File: src/rtl/pc_gen.sv
// Program-counter generator: holds the fetch PC and offers it over valid/ready, with
// sequential advance, redirect/trap, halt/resume, misaligned-target detection and a fetch count.
module pc_gen #(
  parameter int unsigned     XLEN         = 32,
  parameter logic [XLEN-1:0] RESET_VECTOR = '0,
  parameter bit              C_EXT        = 1'b0,
  parameter int unsigned     CNT_W        = 32
) (
  input  logic             clk,
  input  logic             rst,
  output logic [XLEN-1:0]  pc,
  output logic             pc_valid,
  input  logic             pc_ready,
  input  logic             stall,
  input  logic             is_compressed,
  input  logic             redirect,
  input  logic [XLEN-1:0]  redirect_target,
  input  logic             trap,
  input  logic [XLEN-1:0]  trap_vec,
  input  logic             halt_req,
  input  logic             resume,
  output logic             halted,
  output logic             misalign,
  output logic [XLEN-1:0]  misalign_addr,
  output logic [CNT_W-1:0] fetch_count
);

  typedef enum logic [1:0] {StBoot, StRun, StHalted} state_e;

  state_e           state_q, state_d;
  logic [XLEN-1:0]  pc_q, pc_d;
  logic [XLEN-1:0]  mis_addr_q, mis_addr_d;
  logic             mis_q, mis_d;
  logic [CNT_W-1:0] cnt_q, cnt_d;

  logic             fire;
  logic             target_misaligned;
  logic [XLEN-1:0]  trap_base;
  logic [XLEN-1:0]  inc;

  assign pc_valid = (state_q == StRun) & ~stall;
  assign fire     = pc_valid & pc_ready;

  // Low two bits of the trap vector are ignored; masking keeps every input bit referenced.
  assign trap_base = trap_vec & ~XLEN'(3);

  assign target_misaligned = C_EXT ? redirect_target[0] : (redirect_target[1:0] != 2'b00);
  assign inc               = (C_EXT && is_compressed) ? XLEN'(2) : XLEN'(4);

  always_comb begin
    state_d = state_q;
    unique case (state_q)
      StBoot:   state_d = StRun;
      StRun:    if (halt_req) state_d = StHalted;
      StHalted: if (resume && !halt_req) state_d = StRun;
      default:  state_d = StBoot;
    endcase
  end

  always_comb begin
    pc_d       = pc_q;
    mis_d      = 1'b0;
    mis_addr_d = mis_addr_q;
    cnt_d      = fire ? cnt_q + 1'b1 : cnt_q;
    if (trap) begin
      pc_d = trap_base;
    end else if (redirect && !target_misaligned) begin
      pc_d = redirect_target;
    end else if (redirect) begin
      // Misaligned target vectors to the trap handler and records the bad address.
      pc_d       = trap_base;
      mis_d      = 1'b1;
      mis_addr_d = redirect_target;
    end else if (fire) begin
      pc_d = pc_q + inc;
    end
  end

  always_ff @(posedge clk) begin
    if (rst) begin
      state_q    <= StBoot;
      pc_q       <= RESET_VECTOR;
      mis_q      <= 1'b0;
      mis_addr_q <= '0;
      cnt_q      <= '0;
    end else begin
      state_q    <= state_d;
      pc_q       <= pc_d;
      mis_q      <= mis_d;
      mis_addr_q <= mis_addr_d;
      cnt_q      <= cnt_d;
    end
  end

  assign pc            = pc_q;
  assign halted        = (state_q == StHalted);
  assign misalign      = mis_q;
  assign misalign_addr = mis_addr_q;
  assign fetch_count   = cnt_q;

endmodule

File: config.mk
export PLATFORM = sky130hd
export DESIGN_NAME = pc_gen
export DESIGN_NICKNAME = d
export VERILOG_FILES = /design/src/rtl/pc_gen.sv
export SDC_FILE = /design/constraint.sdc
export NUM_CORES = 1
export LEC_CHECK = 0
export CORE_MARGIN = 3
export CORE_UTILIZATION = 30
export DETAILED_ROUTE_END_ITERATION = 16
export PLACE_DENSITY_LB_ADDON = 0.25
export SYNTH_ARGS = -nofsm -noshare
export SYNTH_HDL_FRONTEND = slang
export SYNTH_SLANG_ARGS = --single-unit
File: constraint.sdc
create_clock -name clk -period 2.5 [get_ports clk]
set_input_delay 0.375 -clock clk [delete_from_list [all_inputs] [get_ports clk]]
set_output_delay 0.375 -clock clk [all_outputs]
set_load 0.05 [all_outputs]
# After elaboration in Yosys (flattened, before gate mapping)
# Cells that the tools add are included.
[word_totals]
regBits = 99
in_bits = 73
output_inout_bits = 99
wordCells = 37
[classes]
n_addsub = 2
n_eq_ne = 4
muxes = 8
n_bitwise = 5
n_reduce_logical = 12
[op_table]
columns = ["op", "n"]
rows = [
  ["two-way mux 32 bit", 4],
  ["adder 32 x 1 -> 32 bit, second input constant", 1],
  ["adder 32 x 3 -> 32 bit, second input constant", 1],
  ["case mux 2 bit (3 select lines)", 1],
  ["two-way mux 2 bit", 2],
  ["nonzero test 4 bit", 1],
  ["inverter 1 bit", 3],
  ["AND reduction 3 bit", 1],
  ["nonzero test 3 bit", 1],
  ["OR reduction 3 bit", 1],
  ["AND 1 bit", 2],
  ["== test 2 x 1 -> 1 bit, second input constant", 1],
  ["== test 2 bit, second input constant", 1],
  ["logical AND 1 bit", 2],
  ["zero test 1 bit", 2],
  ["zero test 2 bit", 1],
  ["inequality test 2 x 1 -> 1 bit, second input constant", 1],
  ["inequality test 2 bit, second input constant", 1],
  ["AND reduction 2 bit", 1],
  ["nonzero test 2 bit", 1],
  ["OR reduction 2 bit", 1],
  ["two-way mux 1 bit", 1],
]

# Longest topological paths before layout
# Gate-level depths: netlist of run 1.
[logic_depth]
word_depth = 7
ltp_mapped = 7
depth_no_buf = 6

# Worst setup path before layout of run 1
# Ideal clock, no wire load.
[synth_timing]
path_type = "reg-to-reg"
startpoint = "reg cnt_q[10] (netlist: fetch_count[10])"
endpoint = "reg cnt_q[30] (netlist: fetch_count[30])"
setup_ps = 60
arrival_time_ps = 2342
required_time_ps = 2440
path_slack_ps = 98
stages_incl_launch_ff = 7
path_buffers = 1
synth_period_minus_slack_ps = 2402
path_cell_list = "dfxtp_1 -> and4_4 -> nand4_4 -> or4_1 -> buf_2 -> or4_1 -> nand2_1"
[synth_via]
elab_chain_len = 1
[synth_lines]
columns = ["element", "line", "text"]
rows = [
  ["from (decl)", "34", "logic [CNT_W-1:0] cnt_q, cnt_d;"],
  ["from (signal assigned)", "91", "cnt_q <= cnt_d;"],
  ["adder 32 x 1 -> 32 bit", "64", "cnt_d = fire ? cnt_q + 1'b1 : cnt_q;"],
]
# Every way passes these cells.
# A chain may end at the register's enable or synchronous reset.

# Worst setup path after layout of run 1
[layout_timing]
startpoint = "in pc_ready"
endpoint = "reg cnt_q[26] (netlist: fetch_count[26])"
[layout_via]
elab_chain_len = 1
[layout_lines]
columns = ["element", "line", "text"]
rows = [
  ["from (decl)", "13", "input logic pc_ready,"],
  ["AND 1 bit", "42", "assign fire = pc_valid & pc_ready;"],
]
# Every way passes these cells.

==> results by group, run 1 <==
Clocking
  • Clk slew on worst S/H paths: around 0.070 ns
  • Hold buffers post-CTS: 0
  • Number of buffers created by CTS: 9
  • H-tree Lvls: 3
  • CTS tree: done
  • Post-CTS setup repair buffer count: 0
  • Clk buf depth: 2
  • Clock Latency Late Sink: approximately 0.36 ns
  • Post_cts resized: 1
  • Clock Tree Root: clkbuf_16
  • Clock sinks: about 100

Worst setup path
  • Worst setup SP type: primary input
  • Worst reg2reg setup slack: about 0.24 ns
  • Crit Path Class: in2reg
  • WP data arrival: 2.66 ns
  • Worst R2R End: fetch_count[26]
  • Worst reg2reg path startpoint: state_q[1]
  • Worst endpoint required time: 2.80 ns
  • Crit. End Element: flip-flop
  • Crit Path Max Fanout: 9
  • Worst R2R Path Depth: 7

Logic synthesis
  • Post-synth cell types: between 50 and 60
  • Main synth FF type: dfxtp_1
  • Top post-synthesis cells by count: 107 x nand2_1, 99 x dfxtp_1, 57 x a21oi_1, 56 x nor2_1, 40 x clkbuf_1
  • FF+latch count, synth: 99
  • Synth area leader: dfxtp_1
  • Synth Area per Inst: approximately 7.7 µm²
  • Synth Cell Area: about 5200 µm²
  • Syn Inst Count: just under 700
  • Seq/Total Area, Yosys: 0.381
  • Mapped Nets: roughly 750
  • Post-synth EDFFs: 0
  • Most common cell in the netlist: nand2_1
  • Syn. warnings: 0
  • Synth top area share: 0.381
  • Synth top area cells: dfxtp_1 38%, nand2_1 7.7%, a21oi_1 5.5%, nor2_1 4.0%, o21ai_0 3.0%
  • Asr flop ratio synth: 0

Route
  • DR vias: approximately 5700
  • Initial DRT Pass Iterations: 8
  • Routed Antenna Nets: 0
  • Post-route DRC violation count: 0
  • WL per Instance: between 15 and 20 µm
  • Iter 0 DRT Violations: 426
  • DRT Wirelength: 19400 µm
  • Vias per cell: 5.32

Worst hold path
  • Min-delay src: misalign_addr[27]
  • Hold path cells: 2
  • WHS Endpoint: misalign_addr[27]
  • Hold/Removal Path Class: reg2reg

Finish
  • Area delta synth->final: 45.5%
  • Sequential Area: between 1500 and 2000 µm²
  • Area of the multi-input gates: between 2000 and 3000 µm²
  • Nets: between 900 and 1000
  • Share of cells above drive strength 1: 0.0832
  • # fillers: roughly 1700
  • Design Area, Final: around 7600 µm²

Die
  • Die Height: ~140 µm
  • Die X: 138 µm
  • Initial Util: 0.310
  • # IOs: between 150 and 200
  • Core Rows: 47
  • Core area: 16800 µm²
  • Die area: ~19000 µm²

Status
  • Status: completed

STA
  • Final hold slack: approximately 0.45 ns
  • Final setup violation count: 0
  • Final slew viol count: 0
  • Worst Max-Slew Pin Slew: between 0.7 and 0.8 ns
  • RSZ-0062 raised after global routing: no
  • Clock skew: approximately 0.012 ns
  • F_max: about 420 MHz
  • Fin. Hold Viols: 0
  • Final Cycle Share: 0.943
  • Minimum clock period: ~2.4 ns
  • Rel. slew slack: 0.518

Place
  • Port Buffers: between 150 and 200
  • DP Wirelength: 14600 µm
  • Global placement routability congestion: ~0.8
  • DP Area: ~7300 µm²

Flow run
  • Max Cap Violations: 0

Power
  • PwrDens: approximately 530 nW/µm²
  • Worst vdd ir: between 0.3 and 0.4 mV
  • Leakage: approximately 2.6 nW

GRT
  • GRT Util Overall: 0.201
  • Grt total ovfl: 0
  • Largest net degree at the start of global routing: 47
  • First-pass GRT wire length: a little under 30000 µm
  • Vias in the first global route: approximately 5100
  • Initial antenna violation count: 1
-- layer usage --
layer,part of all wire,vias to the layer above,GRT usage
met3,0.081,19,0.0522
met1,0.47,2647,0.296
met4,0.016,0,0.0682
met5,0,-,0
met2,0.43,214,0.280
li1,-,2834,-
-- layout make-up --
cell class,instances,area share
Timing Repair Buffer,206,0.262
Antenna cell,2,0.000661
Multi-Input combinational cell,516,0.396
Clock inverter,4,0.00347
Clock buffer,12,0.0313
Tap cell,220,0.0364
Sequential cell,99,0.262
Inverter,16,0.00794
-- worst max-delay path: stages --
cell and delay (ns):
clkdlybuf4s50_1 0.48, nor4bb_4 0.29, buf_4 0.17, buf_4 0.17, nand3_2 0.15, or4_1 0.53
or4_1 0.43, nand2_1 0.07
-- state kept, by name, indices dropped and copies added, names as in the netlist --
register	count
fetch_count	32
misalign_addr	32
pc	32
state_q	2
misalign	1
-- cells in the final DEF, fill, tap and decap left out, types with 4 or more instances in the layout --
cell type,n
xnor2_1,15
or3_1,4
clkdlybuf4s50_1,166
o31a_1,5
or4_1,5
nand4_1,21
nor3_1,20
a221oi_1,5
and3_1,10
a22o_1,8
a22oi_1,5
inv_1,16
or2_2,4
dfxtp_1,99
nand3_1,28
o22ai_1,18
a211oi_1,7
a31oi_1,8
and2_1,6
o21ai_0,31
nor4_1,19
and4_1,7
a2bb2oi_1,5
o211ai_1,4
a21oi_1,57
buf_4,37
nand2_1,107
xor2_1,12
a222oi_1,7
clkbuf_16,9
nor2_1,54
-- logic make-up after synthesis --
logic type,after synthesis,synth area share
AO/OA/AOI/OAI,183,0.229
AND/OR/NAND/NOR,303,0.291
XOR/XNOR,27,0.0455
flip-flops,99,0.381
adder cells (fa/ha/maj),2,0.00481
multiplexers,1,0.00217
buffers and inverters,63,0.0464
-- worst max-delay path by stage --
stage | start | end | slack, ns | depth (start not counted)
2_1_floorplan | fetch_count[10] | fetch_count[30] | 0.1 | 6
3_3_place_gp | redirect | pc[28] | -0.44 | 6
3_5_place_dp | redirect | pc[28] | -0.44 | 6
4_1_cts | pc_ready | fetch_count[30] | 0.15 | 8
5_1_grt | pc_ready | fetch_count[30] | 0.05 | 8
6_report | pc_ready | fetch_count[26] | 0.14 | 8
-- where the power goes --
group          internal (mW)  switching [mW]
logic                  0.376           0.558
clock network          0.678           0.637
registers               1.65           0.103
total                   2.70            1.30
-- per-stage QoR --
stage               setup TNS [ns]  cells  power [mW]  utilization  setup WS, ns
floorplan                        0    678        2.30            -        0.0979
global placement             -4.53   1057        2.71        0.435        -0.437
detailed placement           -5.07   1057        2.72        0.435        -0.442
CTS                              0   1073        4.02        0.451         0.154
global route                     0   1074        4.15        0.451        0.0456
finish                           0   1075        4.00        0.451         0.142
Power figures use the tool's default switching activity.
==> run 2: changes to the inputs <==
ABC_CLOCK_PERIOD_IN_PS = 2500   (was unset)
==> results of run 2 <==
No change in the layout: final DEF, timing and power equal those of run 1.
